[src/rtl/lsu_pkg.sv]
// lsu_pkg: shared constants and types for the load/store unit.
//   - LS_*  : 3-bit load/store width codes from the ALU decoder
//   - FLT_* : 2-bit completion fault codes
//   - state_e : controller FSM states
package lsu_pkg;

    localparam logic [2:0] LS_W  = 3'b000;  // word
    localparam logic [2:0] LS_B  = 3'b001;  // byte signed / sb
    localparam logic [2:0] LS_H  = 3'b010;  // half signed / sh
    localparam logic [2:0] LS_BU = 3'b011;  // byte unsigned (load only)
    localparam logic [2:0] LS_HU = 3'b100;  // half unsigned (load only)

    localparam logic [1:0] FLT_OK  = 2'b00;
    localparam logic [1:0] FLT_MIS = 2'b01;
    localparam logic [1:0] FLT_ILL = 2'b10;
    localparam logic [1:0] FLT_TMO = 2'b11;

    typedef enum logic [1:0] {
        StIdle = 2'b00,
        StReq  = 2'b01,
        StDone = 2'b10
    } state_e;

endpackage

[src/rtl/lsu_ctrl_if.sv]
// lsu_ctrl_if: word-addressed, single-outstanding data-memory bus.
//   mem_req   : request (master -> slave)
//   mem_we    : write enable
//   mem_addr  : word-aligned byte address
//   mem_be    : byte enables
//   mem_wdata : lane-replicated store data
//   mem_rdata : read data, valid with mem_ack (slave -> master)
//   mem_ack   : completes the current request
interface lsu_ctrl_if;

    logic        mem_req;
    logic        mem_we;
    logic [31:0] mem_addr;
    logic [3:0]  mem_be;
    logic [31:0] mem_wdata;
    logic [31:0] mem_rdata;
    logic        mem_ack;

    modport master (
        output mem_req, mem_we, mem_addr, mem_be, mem_wdata,
        input  mem_rdata, mem_ack
    );

    modport slave (
        input  mem_req, mem_we, mem_addr, mem_be, mem_wdata,
        output mem_rdata, mem_ack
    );

endinterface

[src/rtl/lsu_align.sv]
// lsu_align: combinational lane logic for the load/store unit.
// Ports:
//   i_is_store, i_load_store, i_addr_lo, i_wdata : incoming request
//   i_ld_code, i_ld_off, i_mem_rdata             : latched load shape + bus read data
//   o_be, o_wdata        : byte enables and lane-replicated store data
//   o_misaligned, o_illegal : request check flags (illegal has priority at the user)
//   o_ld_data            : extracted, sign/zero-extended load result
module lsu_align
    import lsu_pkg::*;
(
    input  logic        i_is_store,
    input  logic [2:0]  i_load_store,
    input  logic [1:0]  i_addr_lo,
    input  logic [31:0] i_wdata,
    input  logic [2:0]  i_ld_code,
    input  logic [1:0]  i_ld_off,
    input  logic [31:0] i_mem_rdata,
    output logic [3:0]  o_be,
    output logic [31:0] o_wdata,
    output logic        o_misaligned,
    output logic        o_illegal,
    output logic [31:0] o_ld_data
);

    logic [7:0]  w_byte;
    logic [15:0] w_half;

    always_comb begin
        o_be         = 4'b0000;
        o_wdata      = i_wdata;
        o_misaligned = 1'b0;
        o_illegal    = 1'b0;
        case (i_load_store)
            LS_W: begin
                o_be         = 4'b1111;
                o_misaligned = (i_addr_lo != 2'b00);
            end
            LS_B, LS_BU: begin
                o_be    = 4'b0001 << i_addr_lo;
                o_wdata = {4{i_wdata[7:0]}};
            end
            LS_H, LS_HU: begin
                o_be         = 4'b0011 << {i_addr_lo[1], 1'b0};
                o_wdata      = {2{i_wdata[15:0]}};
                o_misaligned = i_addr_lo[0];
            end
            default: o_illegal = 1'b1;
        endcase
        // Unsigned widths have no store counterpart.
        if (i_is_store && (i_load_store == LS_BU || i_load_store == LS_HU)) begin
            o_illegal = 1'b1;
        end
    end

    always_comb begin
        case (i_ld_off)
            2'd0:    w_byte = i_mem_rdata[7:0];
            2'd1:    w_byte = i_mem_rdata[15:8];
            2'd2:    w_byte = i_mem_rdata[23:16];
            default: w_byte = i_mem_rdata[31:24];
        endcase
        w_half = i_ld_off[1] ? i_mem_rdata[31:16] : i_mem_rdata[15:0];
        case (i_ld_code)
            LS_B:    o_ld_data = {{24{w_byte[7]}}, w_byte};
            LS_H:    o_ld_data = {{16{w_half[15]}}, w_half};
            LS_BU:   o_ld_data = {24'h0, w_byte};
            LS_HU:   o_ld_data = {16'h0, w_half};
            default: o_ld_data = i_mem_rdata;
        endcase
    end

endmodule

[src/rtl/lsu_ctrl.sv]
// lsu_ctrl: RV32I load/store unit controller (IDLE -> REQ -> DONE), all outputs registered.
// Ports:
//   i_clk, i_reset       : clock, synchronous active-high reset
//   i_start              : request strobe, sampled in IDLE only
//   i_is_store, i_load_store, i_addr, i_wdata : request
//   o_busy, o_done, o_fault, o_rdata          : status / load result
//   mem                  : data-memory bus (lsu_ctrl_if.master)
// Build option: define LSU_TIMEOUT_EN to abort a REQ after TIMEOUT_CYCLES cycles without ack.
module lsu_ctrl
    import lsu_pkg::*;
#(
    parameter int unsigned TIMEOUT_CYCLES = 16
) (
    input  logic        i_clk,
    input  logic        i_reset,
    input  logic        i_start,
    input  logic        i_is_store,
    input  logic [2:0]  i_load_store,
    input  logic [31:0] i_addr,
    input  logic [31:0] i_wdata,
    output logic        o_busy,
    output logic        o_done,
    output logic [1:0]  o_fault,
    output logic [31:0] o_rdata,
    lsu_ctrl_if.master  mem
);

    // The counter is 8 bits wide.
    if (TIMEOUT_CYCLES < 1 || TIMEOUT_CYCLES > 256) begin : g_bad_timeout
        $error("TIMEOUT_CYCLES must be in 1..256");
    end

    state_e      r_state, w_state_d;
    logic        r_busy, w_busy_d;
    logic        r_done, w_done_d;
    logic [1:0]  r_fault, w_fault_d;
    logic [31:0] r_rdata, w_rdata_d;
    logic        r_mem_req, w_mem_req_d;
    logic        r_mem_we, w_mem_we_d;
    logic [31:0] r_mem_addr, w_mem_addr_d;
    logic [3:0]  r_mem_be, w_mem_be_d;
    logic [31:0] r_mem_wdata, w_mem_wdata_d;
    logic [2:0]  r_code, w_code_d;
    logic [1:0]  r_off, w_off_d;

    logic [3:0]  w_be;
    logic [31:0] w_wdata;
    logic        w_mis;
    logic        w_ill;
    logic [31:0] w_ld_data;
    logic        w_tmo;

    lsu_align u_align (
        .i_is_store   (i_is_store),
        .i_load_store (i_load_store),
        .i_addr_lo    (i_addr[1:0]),
        .i_wdata      (i_wdata),
        .i_ld_code    (r_code),
        .i_ld_off     (r_off),
        .i_mem_rdata  (mem.mem_rdata),
        .o_be         (w_be),
        .o_wdata      (w_wdata),
        .o_misaligned (w_mis),
        .o_illegal    (w_ill),
        .o_ld_data    (w_ld_data)
    );

`ifdef LSU_TIMEOUT_EN
    logic [7:0] r_cnt;

    always_ff @(posedge i_clk) begin
        if (i_reset) begin
            r_cnt <= 8'd0;
        end else if (r_state != StReq) begin
            r_cnt <= 8'd0;  // cleared on every REQ entry
        end else if (!mem.mem_ack) begin
            r_cnt <= r_cnt + 8'd1;
        end
    end

    // Ack in the same cycle wins over timeout.
    assign w_tmo = (r_state == StReq) && !mem.mem_ack
                   && (r_cnt == 8'(TIMEOUT_CYCLES - 1));
`else
    assign w_tmo = 1'b0;
`endif

    // State and registered outputs
    always_ff @(posedge i_clk) begin
        if (i_reset) begin
            r_state     <= StIdle;
            r_busy      <= 1'b0;
            r_done      <= 1'b0;
            r_fault     <= FLT_OK;
            r_rdata     <= 32'h0;
            r_mem_req   <= 1'b0;
            r_mem_we    <= 1'b0;
            r_mem_addr  <= 32'h0;
            r_mem_be    <= 4'h0;
            r_mem_wdata <= 32'h0;
            r_code      <= LS_W;
            r_off       <= 2'b00;
        end else begin
            r_state     <= w_state_d;
            r_busy      <= w_busy_d;
            r_done      <= w_done_d;
            r_fault     <= w_fault_d;
            r_rdata     <= w_rdata_d;
            r_mem_req   <= w_mem_req_d;
            r_mem_we    <= w_mem_we_d;
            r_mem_addr  <= w_mem_addr_d;
            r_mem_be    <= w_mem_be_d;
            r_mem_wdata <= w_mem_wdata_d;
            r_code      <= w_code_d;
            r_off       <= w_off_d;
        end
    end

    // Next state
    always_comb begin
        w_state_d = r_state;
        case (r_state)
            StIdle: if (i_start) w_state_d = (w_ill || w_mis) ? StDone : StReq;
            StReq:  if (mem.mem_ack || w_tmo) w_state_d = StDone;
            StDone: w_state_d = StIdle;
            default: w_state_d = StIdle;
        endcase
    end

    // Next registered outputs
    always_comb begin
        w_busy_d      = r_busy;
        w_done_d      = 1'b0;
        w_fault_d     = r_fault;
        w_rdata_d     = r_rdata;
        w_mem_req_d   = r_mem_req;
        w_mem_we_d    = r_mem_we;
        w_mem_addr_d  = r_mem_addr;
        w_mem_be_d    = r_mem_be;
        w_mem_wdata_d = r_mem_wdata;
        w_code_d      = r_code;
        w_off_d       = r_off;
        case (r_state)
            StIdle: begin
                if (i_start) begin
                    if (w_ill) begin
                        w_done_d  = 1'b1;
                        w_fault_d = FLT_ILL;
                    end else if (w_mis) begin
                        w_done_d  = 1'b1;
                        w_fault_d = FLT_MIS;
                    end else begin
                        w_busy_d      = 1'b1;
                        w_mem_req_d   = 1'b1;
                        w_mem_we_d    = i_is_store;
                        w_mem_addr_d  = {i_addr[31:2], 2'b00};
                        w_mem_be_d    = w_be;
                        w_mem_wdata_d = w_wdata;
                        w_code_d      = i_load_store;
                        w_off_d       = i_addr[1:0];
                    end
                end
            end
            StReq: begin
                if (mem.mem_ack || w_tmo) begin
                    w_busy_d    = 1'b0;
                    w_done_d    = 1'b1;
                    w_mem_req_d = 1'b0;
                    w_fault_d   = mem.mem_ack ? FLT_OK : FLT_TMO;
                    if (mem.mem_ack && !r_mem_we) w_rdata_d = w_ld_data;
                end
            end
            default: ;
        endcase
    end

    assign o_busy        = r_busy;
    assign o_done        = r_done;
    assign o_fault       = r_fault;
    assign o_rdata       = r_rdata;
    assign mem.mem_req   = r_mem_req;
    assign mem.mem_we    = r_mem_we;
    assign mem.mem_addr  = r_mem_addr;
    assign mem.mem_be    = r_mem_be;
    assign mem.mem_wdata = r_mem_wdata;

endmodule
[src/flat_wrapper.sv]
// flat-port wrapper written by rule: the top's interface ports become plain ports
module lsu_ctrl_flat import lsu_pkg::*;
#(
    parameter int unsigned TIMEOUT_CYCLES = 16
)
  (i_clk, i_reset, i_start, i_is_store, i_load_store, i_addr, i_wdata, o_busy, o_done, o_fault, o_rdata, mem_mem_req, mem_mem_we, mem_mem_addr, mem_mem_be, mem_mem_wdata, mem_mem_rdata, mem_mem_ack);
  lsu_ctrl_if mem_i ();
  input  logic i_clk;
  input  logic i_reset;
  input  logic i_start;
  input  logic i_is_store;
  input  logic [2:0] i_load_store;
  input  logic [31:0] i_addr;
  input  logic [31:0] i_wdata;
  output logic o_busy;
  output logic o_done;
  output logic [1:0] o_fault;
  output logic [31:0] o_rdata;
  output wire logic [$bits(mem_i.mem_req)-1:0] mem_mem_req;
  output wire logic [$bits(mem_i.mem_we)-1:0] mem_mem_we;
  output wire logic [$bits(mem_i.mem_addr)-1:0] mem_mem_addr;
  output wire logic [$bits(mem_i.mem_be)-1:0] mem_mem_be;
  output wire logic [$bits(mem_i.mem_wdata)-1:0] mem_mem_wdata;
  input wire logic [$bits(mem_i.mem_rdata)-1:0] mem_mem_rdata;
  input wire logic [$bits(mem_i.mem_ack)-1:0] mem_mem_ack;
  assign mem_mem_req = mem_i.mem_req;
  assign mem_mem_we = mem_i.mem_we;
  assign mem_mem_addr = mem_i.mem_addr;
  assign mem_mem_be = mem_i.mem_be;
  assign mem_mem_wdata = mem_i.mem_wdata;
  assign mem_i.mem_rdata = mem_mem_rdata;
  assign mem_i.mem_ack = mem_mem_ack;
  lsu_ctrl #(.TIMEOUT_CYCLES(TIMEOUT_CYCLES)) u_core (.i_clk(i_clk), .i_reset(i_reset), .i_start(i_start), .i_is_store(i_is_store), .i_load_store(i_load_store), .i_addr(i_addr), .i_wdata(i_wdata), .o_busy(o_busy), .o_done(o_done), .o_fault(o_fault), .o_rdata(o_rdata), .mem(mem_i));
endmodule
[config.mk]
export PLATFORM = sky130hd
export DESIGN_NAME = lsu_ctrl_flat
export DESIGN_NICKNAME = d
export VERILOG_FILES = /design/src/rtl/lsu_pkg.sv /design/src/rtl/lsu_ctrl_if.sv /design/src/rtl/lsu_align.sv /design/src/rtl/lsu_ctrl.sv /design/src/flat_wrapper.sv
export SDC_FILE = /design/constraint.sdc
export NUM_CORES = 1
export LEC_CHECK = 0
export CAP_MARGIN = 20
export CORE_MARGIN = 1.5
export CORE_UTILIZATION = 45
export DETAILED_ROUTE_END_ITERATION = 10
export GPL_ROUTABILITY_DRIVEN = 0
export GPL_TIMING_DRIVEN = 1
export PLACE_DENSITY = 0.85
export SETUP_SLACK_MARGIN = 0.2
export SLEW_MARGIN = 5
export SYNTH_ARGS = -nofsm -noshare
export SYNTH_HDL_FRONTEND = slang
export SYNTH_SLANG_ARGS = --single-unit
[constraint.sdc]
create_clock -name i_clk -period 5.6 [get_ports i_clk]
set_input_delay 0.56 -clock i_clk [delete_from_list [all_inputs] [get_ports i_clk]]
set_output_delay 0.56 -clock i_clk [all_outputs]
set_load 0.05 [all_outputs]
======== Word-level counts from Yosys, hierarchy flattened ========
Cells that the tools add are included.
storage, ports and cells
  register bits after elaboration ......... 110
  bits of input ports ..................... 104
  output and inout bits ................... 106
  word-level logic and storage cells ...... 76
operators by class
  equal/unequal tests ..................... 16
  shift operators ......................... 2
  multiplexer cells ....................... 27
  bitwise logic cells ..................... 2
  reduce and logical (&&, ||, !) cells .... 18
operator list
  operator             count
  $pmux 32 s4          1
  $pmux 32 s2          1
  $pmux 8 s3           1
  $mux 16              1
  $mux 2               7
  $eq 3x2->1 const B   4
  $pmux 4 s3           1
  $mux 1               10
  $ne 2x2->1 const B   4
  $pmux 2 s2           2
  $reduce_and 4->1     2
  $eq 3x1->1 const B   2
  $eq 3x3->1 const B   2
  $pmux 1 s2           3
  $reduce_and 5->1     1
  $reduce_or 5->1      1
  $eq 2x1->1 const B   2
  $logic_not 2->1      2
  $reduce_bool 2->1    2
  $reduce_or 2->1      2
  $shl 1x2->4 const A  1
  $shl 2x2->4 const A  1
  $logic_not 3->1      1
  $ne 3x1->1 const B   1
  7 further kinds      10

======== Logic depth before layout (Yosys ltp) ========
  depth after elaboration ................. 8
  depth in mapped cells ................... 8
  depth with buffers taken out ............ 5

======== By module ========
A second synthesis with hierarchy kept.
unflattened totals
  cell total of the unflattened synthesis .. 737
  area total of the unflattened synthesis .. 6486.2 um^2
by module, submodules not included
  module     times used  cells an instance  area an instance (um^2)  seq. area each (um^2)
  lsu_ctrl   1           485                4694.5                   2202.1
  lsu_align  1           252                1791.7                   0.0

======== Worst setup path before layout ========
OpenSTA, ideal clock, no wires.
  path type ............................... input -> register
  start ................................... input port i_load_store[0]
  end ..................................... register u_core.r_mem_wdata[11] (netlist: u_core.mem.mem_wdata[11])
  library setup time ...................... 0.132 ns
  arrival ................................. 2.020 ns
  required time ........................... 5.468 ns
  path slack .............................. 3.448 ns
  cell stages on the path ................. 7
  buffers on the path ..................... 2
  cell sequence ........................... or4b_1 -> a211o_1 -> o31a_1 -> buf_6 -> buf_6 -> a211oi_2 -> nor3_1
on the way
  word-level cells in the longest chain between the ends .. 6
  elaborated cells between the ends (all ways) .. 17
  those cells by class .................... 4 x eq/ne; 4 x mux; 2 x bitwise; 7 x reduce/logical
RTL lines
  element                                                        line                              source
  start: declaration                                             flat_wrapper.sv:12                input logic [2:0] i_load_store;
  $eq 3x2->1 (tied with other cells)                             lsu_align.sv:33, lsu_align.sv:50
  $reduce_or 5->1 (no line) or $logic_or 1x1->1 (tied branches)  --
  $mux 1 or $logic_and 1x1->1 (tied branches)                    lsu_align.sv:33, lsu_align.sv:50
  $mux 1                                                         lsu_align.sv:50                   if (i_is_store && (i_load_store == LS_BU || i_load_store == LS_HU)) begin
  $not 1->1 (no line)                                            --
  $reduce_and 4->1 (no line)                                     --
  end signal: assignment                                         lsu_ctrl.sv:113                   r_mem_wdata <= w_mem_wdata_d;
  end: declaration                                               lsu_ctrl.sv:42                    logic [31:0] r_mem_wdata, w_mem_wdata_d;
Several ways; a longest one is shown, not always the timed one.
A chain may end at the register's enable or synchronous reset.

======== Worst setup path after layout ========
  start ................................... input port i_load_store[0]
  end ..................................... register u_core.r_mem_be[0] (netlist: u_core.mem.mem_be[0])
on the way
  word-level cells in the longest chain between the ends .. 6
  elaborated cells between the ends (all ways) .. 17
  those cells by class .................... 4 x eq/ne; 4 x mux; 2 x bitwise; 7 x reduce/logical
RTL lines
  element                                                        line                              source
  $eq 3x2->1 (tied with other cells)                             lsu_align.sv:33, lsu_align.sv:50
  $reduce_or 5->1 (no line) or $logic_or 1x1->1 (tied branches)  --
  $mux 1 or $logic_and 1x1->1 (tied branches)                    lsu_align.sv:33, lsu_align.sv:50
  $mux 1                                                         lsu_align.sv:50
  $not 1->1 (no line)                                            --
  $reduce_and 4->1 (no line)                                     --
  end signal: assignment                                         lsu_ctrl.sv:112                   r_mem_be <= w_mem_be_d;
  end: declaration                                               lsu_ctrl.sv:41                    logic [3:0] r_mem_be, w_mem_be_d;
Several ways; a longest one is shown, not always the timed one.

==> metrics <==
Unique masters post-synth 47; crit end category flop; number of synthesized flops with an enable pin 0; crit-path max FO 71; post-CTS sizing 0; Net Sw Power approximately 0.00064 W; Detailed Route WL about 15000 um; Hold WC Path Type reg -> reg; hold endpoint u_core.mem.mem_addr[17]$_SDFFE_PP0P_; post-DR vias/cell 5.41; Comb power frac 28.1%; share of cells above drive strength 1 5.89%; clock buffer depth 2; # diodes 0; Synth Register Bits between 100 and 150; H-tree levels 3; antenna violations before repair 0; max cap viols 0; sequential area share after synthesis between 40 and 50%; Power Total 0.00191 W; gr ovfl total 0; r2r endpoint u_core.o_rdata[17]$_SDFFE_PP0P_; Synth Cell Area about 0.0049 sq mm; CTS tree yes; CTS Buf Count 9; Die Area 0.0115 sq mm; total negative slack 0 ns; Final Setup Violations 0; RSZ-0062 raised after global routing no; DRC viols 0; Post-synth ARST share 0%; Detail Placement HPWL 10700 um; DP Area between 0.006 and 0.007 sq mm; ys flop type dfxtp_1; IO Port Bufs about 210; commonest non-fill, non-tap cell in the layout clkdlybuf4s50_1; Die H between 100 and 150 um; Power Dens Cells ~270 mW/mm^2; via count of the first global-routing pass roughly 5000; Yosys warnings 0; nets 880; Skew-Pair Late Insertion Delay roughly 0.36 ns; GRT Overall Usage about a quarter; CTS sink count 110; DR WL/cell approximately 16 um; Hold Vio Cnt, Final 0; Finished Cell Area 0.00714 sq mm; worst-margin pin slew between 1 and 1.5 ns; Max transition margin between 20% and 30%; # hold bufs at CTS 0; hold path start u_core.mem.mem_addr[17]$_SDFFE_PP0P_; Flop pwr share 45.1%; Max Clock Skew approximately 0.014 ns; root buf cell clkbuf_8; Sw Ratio between 30 and 40%; Clk pin slew, worst setup/hold paths ~0.11 ns; Max Slew Vio Count 0; worst vdd ir ~0.18 mV; Mapped Cells approximately 600; critical path type in -> reg; R2R cell count 5; P_int ~0.0013 W; pin count of the biggest net entering global routing roughly 110; outcome finished clean; vias around 5000; Die X about 110 um; post-CTS setup buffers 0; Final period util a little under three fifths; CP required around 6 ns; R2R Setup Slk roughly 2.7 ns; Site Rows 37; clock period minus worst slack about 3.2 ns; antenna viol nets, final 0; most frequent cells in the layout clkdlybuf4s50_1 (206), nand2_1 (143), dfxtp_1 (110); Initial Utilization a little under half; drt pass-1 iters 5; I/O pin total 210; DR iter-0 viols approximately 290; clock network power share between 20% and 30%; CP Launch Type input pin; core area 0.0104 sq mm; RR Startpoint u_core.r_off[1]$_SDFFE_PP0P_; hold-critical path depth 2; Area growth syn-to-layout 46.4%; cell leakage power roughly 2.4 nW; Post-Syn Area per Cell between 8 and 9 sq um; first-pass GRT wire length 23600 um; fmax between 300 and 400 MHz; Critical Path AT about 3.5 ns
-- stage by stage --
stage	utilization (%)	cells	hold slack (ns)	worst slack (ns)
floorplan	-	603	0.494	3.45
global placement	66.3	900	0.442	2.16
detailed placement	66.3	900	0.449	2.05
CTS	68.4	916	0.464	2.42
global route	68.6	917	0.484	2.17
finish	68.6	917	0.460	2.38
-- cells by family after synthesis --
logic type	after synthesis	share of synthesized area [%]
compound gates	166	22.2
buf+inv	53	5.36
flops	110	45.2
other cells	1	0.0769
xor+xnor	3	0.539
simple gates	243	20.8
fa+ha+maj	1	0.205
mux	25	5.57
-- worst max path at each step --
| stage | startpoint | end | slack (ns) | depth (start not counted) |
|---|---|---|---|---|
| after CTS | i_load_store[0] | u_core.mem.mem_be[0]$_SDFFE_PP0P_ | 2.42 | 7 |
| after detailed placement | i_load_store[0] | u_core.mem.mem_wdata[18]$_SDFFE_PP0P_ | 2.05 | 7 |
| after floorplan | i_load_store[0] | u_core.mem.mem_wdata[11]$_SDFFE_PP0P_ | 3.45 | 7 |
| after global placement | i_load_store[0] | u_core.mem.mem_wdata[17]$_SDFFE_PP0P_ | 2.16 | 7 |
| final | i_load_store[0] | u_core.mem.mem_be[0]$_SDFFE_PP0P_ | 2.38 | 7 |
| after global routing | i_load_store[0] | u_core.mem.mem_wdata[8]$_SDFFE_PP0P_ | 2.17 | 7 |
-- synthesized netlist by cell type, types with 2 or more instances --
| library cell | number | share of area (%) |
|---|---|---|
| clkbuf_1 | 23 | 1.8 |
| a31oi_1 | 2 | 0.26 |
| nor3_1 | 20 | 2.1 |
| a211oi_2 | 5 | 1.3 |
| buf_4 | 4 | 0.62 |
| nand3_1 | 3 | 0.31 |
| mux2i_1 | 17 | 3.5 |
| a211oi_1 | 55 | 8.5 |
| o21ai_0 | 18 | 1.8 |
| dfxtp_1 | 110 | 45 |
| buf_2 | 20 | 2.1 |
| xor2_1 | 2 | 0.36 |
| o22ai_1 | 7 | 0.90 |
| inv_1 | 3 | 0.23 |
| buf_6 | 3 | 0.69 |
| a21o_1 | 3 | 0.46 |
| or2_2 | 2 | 0.26 |
| mux2_2 | 7 | 1.6 |
| a22oi_1 | 7 | 1.1 |
| nand2b_1 | 3 | 0.38 |
| a21oi_1 | 61 | 6.3 |
| nor2b_1 | 3 | 0.38 |
| nand2_1 | 143 | 11 |
| nor2_1 | 58 | 4.5 |
-- critical path: stages --
cell             delay [ns]
clkdlybuf4s50_1        0.72
or4b_1                 0.64
a211o_1                0.36
o31ai_4                0.16
buf_4                  0.65
nor2_1                 0.10
a211oi_1               0.27
-- area by class of cell --
cell class | count | area (sq um)
fillers | 856 | 3280
multi-input cells | 440 | 2420
flip-flops and latches | 110 | 2200
repair buffers | 212 | 2120
well taps | 136 | 170
clock buffers | 11 | 151
clock inverters | 5 | 66.3
inverters | 3 | 11.3
-- sequential cells by signal, summed over array words and instances (netlist names) --
signal and cells:
u_core.mem.mem_wdata 32, u_core.o_rdata 32, u_core.mem.mem_addr 30, u_core.mem.mem_be 4, u_core.r_code 3, u_core.o_fault 2
u_core.r_off 2, u_core.r_state 2, u_core.mem.mem_req 1, u_core.mem.mem_we 1, u_core.o_done 1
-- layer usage --
metal  part of all wire (%)  GRT usage, %  up-vias  wire length, um
met5                      0             0        -                0
met4                    2.8          11.4        0              412
met3                    6.6          4.32       28              978
met2                     50          43.4      214             7350
met1                     41          31.2     2285             6040
li1                       -             -     2437                -
-- power by group through the flow --
stage / Clock, W / Combinational (W) / Sequential (W)
final: 0.000513 / 0.000536 / 0.000861
after global routing: 0.000556 / 0.000568 / 0.000868
after CTS: 0.000522 / 0.000533 / 0.000861
after detailed placement: 0 / 0.000531 / 0.000879
after global placement: 0 / 0.000522 / 0.000876
after floorplan: 0 / 0.000184 / 0.00102
Power figures use the tool's default switching activity.
